$ cat config.mk
export PLATFORM = sky130hd
export DESIGN_NAME = apb_master_bridge
export DESIGN_NICKNAME = d
export VERILOG_FILES = /design/src/rtl/apb_master_bridge.sv
export SDC_FILE = /design/constraint.sdc
export NUM_CORES = 1
export LEC_CHECK = 0
export ABC_AREA = 1
export CAP_MARGIN = 40
export CORE_MARGIN = 5
export CORE_UTILIZATION = 37
export DETAILED_ROUTE_END_ITERATION = 8
export PLACE_DENSITY = 0.81
export SLEW_MARGIN = 10
export SYNTH_ARGS = -nofsm -noshare
export SYNTH_HDL_FRONTEND = slang
export SYNTH_SLANG_ARGS = --single-unit
$ cat constraint.sdc
create_clock -name PCLK -period 1.25 [get_ports PCLK]
set_input_delay 0.1875 -clock PCLK [delete_from_list [all_inputs] [get_ports PCLK]]
set_output_delay 0.1875 -clock PCLK [all_outputs]
set_load 0.1 [all_outputs]
$ cat src/rtl/apb_master_bridge.sv
// APB3 requester: turns a single-outstanding CPU request/ack port into APB SETUP/ACCESS
// cycles, returning read data and error status, and aborting transfers that never see PREADY.
module apb_master_bridge #(
  parameter int unsigned ADDR_W  = 17,
  parameter int unsigned DATA_W  = 32,
  parameter int unsigned TIMEOUT = 255
) (
  input  logic              PCLK,
  input  logic              PRESETn,
  input  logic              cpu_req,
  input  logic              cpu_we,
  input  logic [ADDR_W-1:0] cpu_addr,
  input  logic [DATA_W-1:0] cpu_wdata,
  output logic              cpu_busy,
  output logic              cpu_ack,
  output logic [DATA_W-1:0] cpu_rdata,
  output logic              cpu_err,
  output logic              PSEL,
  output logic              PENABLE,
  output logic              PWRITE,
  output logic [ADDR_W-1:0] PADDR,
  output logic [DATA_W-1:0] PWDATA,
  input  logic [DATA_W-1:0] PRDATA,
  input  logic              PREADY,
  input  logic              PSLVERR
);

  localparam int unsigned TimerW = $clog2(TIMEOUT + 1);
  localparam logic [TimerW-1:0] TimerLast = TimerW'(TIMEOUT - 1);
  localparam logic [TimerW-1:0] TimerMax  = '1;

  typedef enum logic [1:0] {StIdle, StSetup, StAccess} state_e;

  state_e              state_q, state_d;
  logic                psel_q, psel_d;
  logic                penable_q, penable_d;
  logic                pwrite_q, pwrite_d;
  logic [ADDR_W-1:0]   paddr_q, paddr_d;
  logic [DATA_W-1:0]   pwdata_q, pwdata_d;
  logic                busy_q, busy_d;
  logic                ack_q, ack_d;
  logic                err_q, err_d;
  logic [DATA_W-1:0]   rdata_q, rdata_d;
  logic [TimerW-1:0]   timer_q, timer_d;

  always_comb begin
    state_d   = state_q;
    psel_d    = psel_q;
    penable_d = penable_q;
    pwrite_d  = pwrite_q;
    paddr_d   = paddr_q;
    pwdata_d  = pwdata_q;
    busy_d    = busy_q;
    ack_d     = 1'b0;
    err_d     = err_q;
    rdata_d   = rdata_q;
    timer_d   = timer_q;

    case (state_q)
      StIdle: begin
        if (cpu_req) begin
          pwrite_d  = cpu_we;
          paddr_d   = cpu_addr;
          pwdata_d  = cpu_wdata;
          psel_d    = 1'b1;
          penable_d = 1'b0;
          busy_d    = 1'b1;
          state_d   = StSetup;
        end
      end
      StSetup: begin
        penable_d = 1'b1;
        timer_d   = '0;
        state_d   = StAccess;
      end
      StAccess: begin
        // PREADY wins over the timeout when both land in the same cycle.
        if (PREADY) begin
          psel_d    = 1'b0;
          penable_d = 1'b0;
          busy_d    = 1'b0;
          ack_d     = 1'b1;
          err_d     = PSLVERR;
          rdata_d   = (!pwrite_q && !PSLVERR) ? PRDATA : '0;
          state_d   = StIdle;
        end else if (timer_q == TimerLast) begin
          psel_d    = 1'b0;
          penable_d = 1'b0;
          busy_d    = 1'b0;
          ack_d     = 1'b1;
          err_d     = 1'b1;
          rdata_d   = '0;
          state_d   = StIdle;
        end else if (timer_q != TimerMax) begin
          timer_d = timer_q + 1'b1;
        end
      end
      default: state_d = StIdle;
    endcase
  end

  always_ff @(posedge PCLK) begin
    if (!PRESETn) begin
      state_q   <= StIdle;
      psel_q    <= 1'b0;
      penable_q <= 1'b0;
      pwrite_q  <= 1'b0;
      paddr_q   <= '0;
      pwdata_q  <= '0;
      busy_q    <= 1'b0;
      ack_q     <= 1'b0;
      err_q     <= 1'b0;
      rdata_q   <= '0;
      timer_q   <= '0;
    end else begin
      state_q   <= state_d;
      psel_q    <= psel_d;
      penable_q <= penable_d;
      pwrite_q  <= pwrite_d;
      paddr_q   <= paddr_d;
      pwdata_q  <= pwdata_d;
      busy_q    <= busy_d;
      ack_q     <= ack_d;
      err_q     <= err_d;
      rdata_q   <= rdata_d;
      timer_q   <= timer_d;
    end
  end

  assign cpu_busy  = busy_q;
  assign cpu_ack   = ack_q;
  assign cpu_err   = err_q;
  assign cpu_rdata = rdata_q;
  assign PSEL      = psel_q;
  assign PENABLE   = penable_q;
  assign PWRITE    = pwrite_q;
  assign PADDR     = paddr_q;
  assign PWDATA    = pwdata_q;

endmodule
== After elaboration in Yosys (flattened, before gate mapping) ==
Index checks and enable logic that the tools add are counted.

* Bits in registers: 96
* Latch bits: 0
* RAM bits: 0
* ROM bits: 0
* Input port bits: 87
* Output and inout bits: 87
* Word-level logic and storage cells: 56
* Memories kept: 0

* Add/sub/neg operators: 1
* $mul: 0
* Div/mod/pow operators: 0
* $lt $le $gt $ge: 0
* Eq/ne operators: 9
* Shift operators: 0
* Mux-type cells: 21
* Bitwise logic cells: 0
* Reduce and logical (&&, ||, !) cells: 15

{| class="wikitable"
|+ Operators by type and width
! cell !! count
|-
| 32-bit two-way mux || 3
|-
| 8-bit two-way mux || 3
|-
| 8-bit case mux with 2 select lines || 1
|-
| 8-bit by 1-bit adder with 8-bit output (second input constant) || 1
|-
| 8-bit == test (second input constant) || 1
|-
| 1-bit two-way mux || 8
|-
| 2-bit inequality test (second input constant) || 4
|-
| 8-bit inequality test (second input constant) || 1
|-
| 2-bit AND reduction || 4
|-
| 2-bit two-way mux || 3
|-
| 2-bit case mux with 3 select lines || 1
|-
| 3-bit AND reduction || 2
|-
| 2-bit nonzero test || 3
|-
| 4-bit AND reduction || 1
|-
| 3-bit inequality test (second input constant) || 1
|-
| 1-bit case mux with 3 select lines || 1
|-
| 3-bit nonzero test || 1
|-
| 2-bit by 1-bit == test with 1-bit output (second input constant) || 1
|-
| 2-bit == test (second input constant) || 1
|-
| 1-bit zero test || 2
|-
| 2-bit zero test || 1
|-
| 1-bit case mux with 2 select lines || 1
|-
| 1-bit logical AND || 1
|}

== Depth between registers and ports, before layout ==
* Word-level depth: 5
* Gate-level depth with buffers: 12

== Worst setup path after synthesis ==
No wires, ideal clock.

* Path kind: register to register
* From: reg pwrite_q, in the netlist PWRITE
* To: reg rdata_q[2], in the netlist cpu_rdata[2]
* Data arrival time: 1658 ps
* Data required time: 1132 ps
* Setup slack: -526 ps
* Stages on the path, launching flop included: 7
* Buffers on the path: 1
* Clock period less this slack: 1776 ps
* Path through: dfxtp_1 inv_1 nand2_1 inv_1 buf_2 a21oi_1 nor2_1

* Longest elaborated chain between the ends: 4

{| class="wikitable"
|+ Ends and longest elaborated chain
! element !! line !! source
|-
| start, declared || 37 || <nowiki>logic pwrite_q, pwrite_d;</nowiki>
|-
| start signal, assigned || 119 || <nowiki>pwrite_q <= pwrite_d;</nowiki>
|-
| 1-bit zero test || 84 || <nowiki>rdata_d = (!pwrite_q && !PSLVERR) ? PRDATA : '0;</nowiki>
|-
| 1-bit logical AND || 84 ||
|-
| 32-bit two-way mux || 84 ||
|-
| 32-bit two-way mux || 78 || <nowiki>if (PREADY) begin</nowiki>
|-
| end signal, assigned || 125 || <nowiki>rdata_q <= rdata_d;</nowiki>
|-
| end, declared || 43 || <nowiki>logic [DATA_W-1:0] rdata_q, rdata_d;</nowiki>
|}

No other way between the ends.
A chain may end at the register's enable or synchronous reset.

== Worst setup path after layout ==
* From: reg timer_q[0]
* To: reg timer_q[2]

* Longest elaborated chain between the ends: 5
* Elaborated cells on any way between the ends: 10
* Classes of those cells: add/sub: 1; eq/ne: 4; mux: 4; reduce/logical: 1

{| class="wikitable"
|+ Ends and longest elaborated chain
! element !! line !! source
|-
| start, declared || 44 || <nowiki>logic [TimerW-1:0] timer_q, timer_d;</nowiki>
|-
| start signal, assigned || 126 || <nowiki>timer_q <= timer_d;</nowiki>
|-
| 8-bit by 1-bit adder with 8-bit output || 95 || <nowiki>timer_d = timer_q + 1'b1;</nowiki>
|-
| 8-bit two-way mux || 94 || <nowiki>end else if (timer_q != TimerMax) begin</nowiki>
|-
| 8-bit two-way mux || 86 || <nowiki>end else if (timer_q == TimerLast) begin</nowiki>
|-
| 8-bit two-way mux || 78 ||
|-
| 8-bit case mux with 2 select lines || 59 || <nowiki>case (state_q)</nowiki>
|}

Several ways; a longest one is shown, not always the timed one. The select of a mux whose other input is x is not followed.

==> qor.yml <==
htreeDepth: 3
skew_ns: 0.0210
cts.sinks: 96
grt_pass1_wl_um: 20300
cp_data_required_time_ns: 1.54
drive_gt1_frac: 0.383
setup_viol: 48
min_to: "cpu_ack"
ios: 174
core_area_mm2: 0.00973
dr.first_iter.drc_count: 212
cts_hold_buffers: 0
via_per_inst: 4.94
place_area_mm2: 0.00667
ys_seq_elements: 96
portBuffers: 173
synthCells: 482
worstPathMaxFanout: 7
max_cap_viol_count: 0
fmax_mhz: 706
cts_tree: "done"
cp.arrival_ns: 1.71
worstHoldPathCells: 3
yosysTopAreaCellShare: 0.521
cts.clk_slew.worst_paths_ns: 0.11
powerDensity_mw_per_mm2: 1170
n_antenna_cell: 0
cts_buffers: 9
dr.pass1.iters: 4
synth.largest_area_cell: "dfxtp_1"
tns_ns: -4.34
r2r-end: "timer_q[2]"
synth_common_cells: "123 x nor2_1, 96 x dfxtp_1, 67 x o21ai_0, 59 x nand2_1, 41 x nand3_1"
synthDistinctLibCells: 23
synthArstFlopShare: 0
worstSetupStartpointType: "register"
worstHoldPathType: "in -> reg"
grt.total_usage: 0.216
dpl.hpwl_um: 9310
synthFlopType: "dfxtp_1"
vias: 4042
hold_violations: 0
yosysSeqAreaShare: 0.521
period_minus_slack_ns: 1.42
syn_to_final_growth_pct: 99.9
ir_worst_vdd_v: 0.000917
fp.dieArea_mm2: 0.0121
grt_pass1_vias: 4090
max_slew_margin: 0.778
synth_most_common_cell: "nor2_1"
antenna_found_initial: 0
grt_max_degree: 38
violations: "setup timing"
reg2reg_setup_slack_ns: -0.17
grt_setup_unrepaired: "yes"
syn_nets: 571
finalNetCount: 770
syn_area_mm2: 0.00369
root_buffer: "clkbuf_8"
clk_path_buf_depth: 2
syn_avg_cell_area_um2: 7.66
setup_ws_ns: -0.166
status: "complete, but fails checks"
synth-edff-count: 0
tightest_slew_ns: 0.333
fin_cells: 819
dp.cells: 790
fp-row-count: 36
fillCellCount: 673
crit_type: "reg -> reg"
grt_overflow: 0
gp_congestion: 0.868
chipWidth_um: 110
ys_warn_count: 0
r2r_cells: 11
stdcell_area_mm2: 0.00738
total_leakage_power_nw: 2.94
drt_wl_total_um: 13800
r2r_start: "timer_q[0]"
timing.final.crit_share: 1.13
netlist_top_cells_area: "dfxtp_1 52%, nor2_1 13%, o21ai_0 9.1%"
hold_path.startpoint: "PRESETn"
drtAntennaViolNets: 0
whs_ns: 0.235
p_total_mw: 8.60
drt-wirelength-per-cell_um: 16.9
start_util: 0.379
drcViolationCount: 0
slew_viol_final: 0
end_kind: "register"
clk_latency_ns: 0.37
die_h_um: 110
## where the power goes
part / switching [mW] / total, mW / internal [mW]
Clock: 1.16 / 2.14 / 0.988
Combinational: 1.79 / 2.99 / 1.20
Sequential: 0.204 / 3.46 / 3.26
## placed cells by master (no fill, tap or decap), types with 3 or more instances in the layout
cell,count
nor2_1,118
buf_12,92
clkdlybuf4s50_1,85
nand2_1,54
dfxtp_2,48
dfxtp_1,45
nand3_1,41
o21ai_1,33
o21ai_2,29
buf_4,25
o21ai_0,23
inv_1,17
clkbuf_8,10
nor2_2,6
a21oi_1,6
buf_6,5
nand2_4,4
nand2_2,4
nand2_8,4
a21oi_2,4
clkbuf_16,4
dfxtp_4,3
inv_4,3
nor2_4,3
buf_16,3
## final cells by class
type	instances	area, um^2	share of cell area
clock buffer	10	138	0.0187
clock inverter	6	67.6	0.00916
inverter	23	101	0.0137
multi-input combinational	334	1760	0.238
sequential	96	1990	0.270
tap	133	166	0.0226
timing repair buffer	217	3150	0.428
## flip-flops by register name (all words and copies together) (netlist names)
| signal | flops |
|---|---|
| cpu_busy | 1 |
| cpu_rdata | 32 |
| PWDATA | 32 |
| PENABLE | 1 |
| PADDR | 17 |
| state_q | 2 |
| PWRITE | 1 |
| timer_q | 8 |
| cpu_ack | 1 |
| cpu_err | 1 |
## per-layer routing
metal  track usage  wire [um]  vias up
li1              -          -     1952
met4        0.0686        306        0
met1         0.216       4920     1890
met3        0.0875       1230       28
met2         0.403       7390      172
met5             0          0        -
## timing repair
action / in CTS / in global routing
setup buffers: 2 / 3
pin swaps: 8 / 33
gates cloned: 4 / 5
endpoints found under the setup margin: 55 / 94
endpoints found under the hold margin: 0 / 0
gates resized for setup: 35 / 77
## stage by stage
step | utilization | setup WS (ns)
2_1_floorplan | - | -0.0458
3_3_place_gp | 0.685 | -0.224
3_5_place_dp | 0.685 | -0.349
4_1_cts | 0.731 | -0.139
5_1_grt | 0.758 | -0.262
6_report | 0.758 | -0.166
## worst max-delay path by stage
stage / slack [ns] / depth (start not counted) / start / endpoint
floorplan: -0.05 / 10 / timer_q[1] / timer_q[7]
global placement: -0.22 / 8 / PREADY / cpu_rdata[6]
detailed placement: -0.35 / 6 / cpu_req / PWDATA[27]
CTS: -0.14 / 11 / timer_q[0] / timer_q[3]
global route: -0.26 / 6 / state_q[0] / timer_q[0]
finish: -0.17 / 11 / timer_q[0] / timer_q[2]
## kinds of logic after synthesis
logic type	share of synthesized area
AOI/OAI and AO/OA	0.139
adders and majority gates	0.00678
buffers and inverters	0.0624
DFF	0.521
and+or+nand+nor	0.271
## worst max-delay path, cell delays in order (launching register included)
cell,delay (ns)
dfxtp_4,0.37
inv_4,0.06
ha_4,0.11
inv_2,0.04
nor2_4,0.08
nand2_2,0.08
nand2_4,0.09
nand2_8,0.10
buf_8,0.16
nand2_8,0.08
nand2_2,0.06
a21oi_2,0.12
Note: power is estimated with default switching activity, not from simulation.
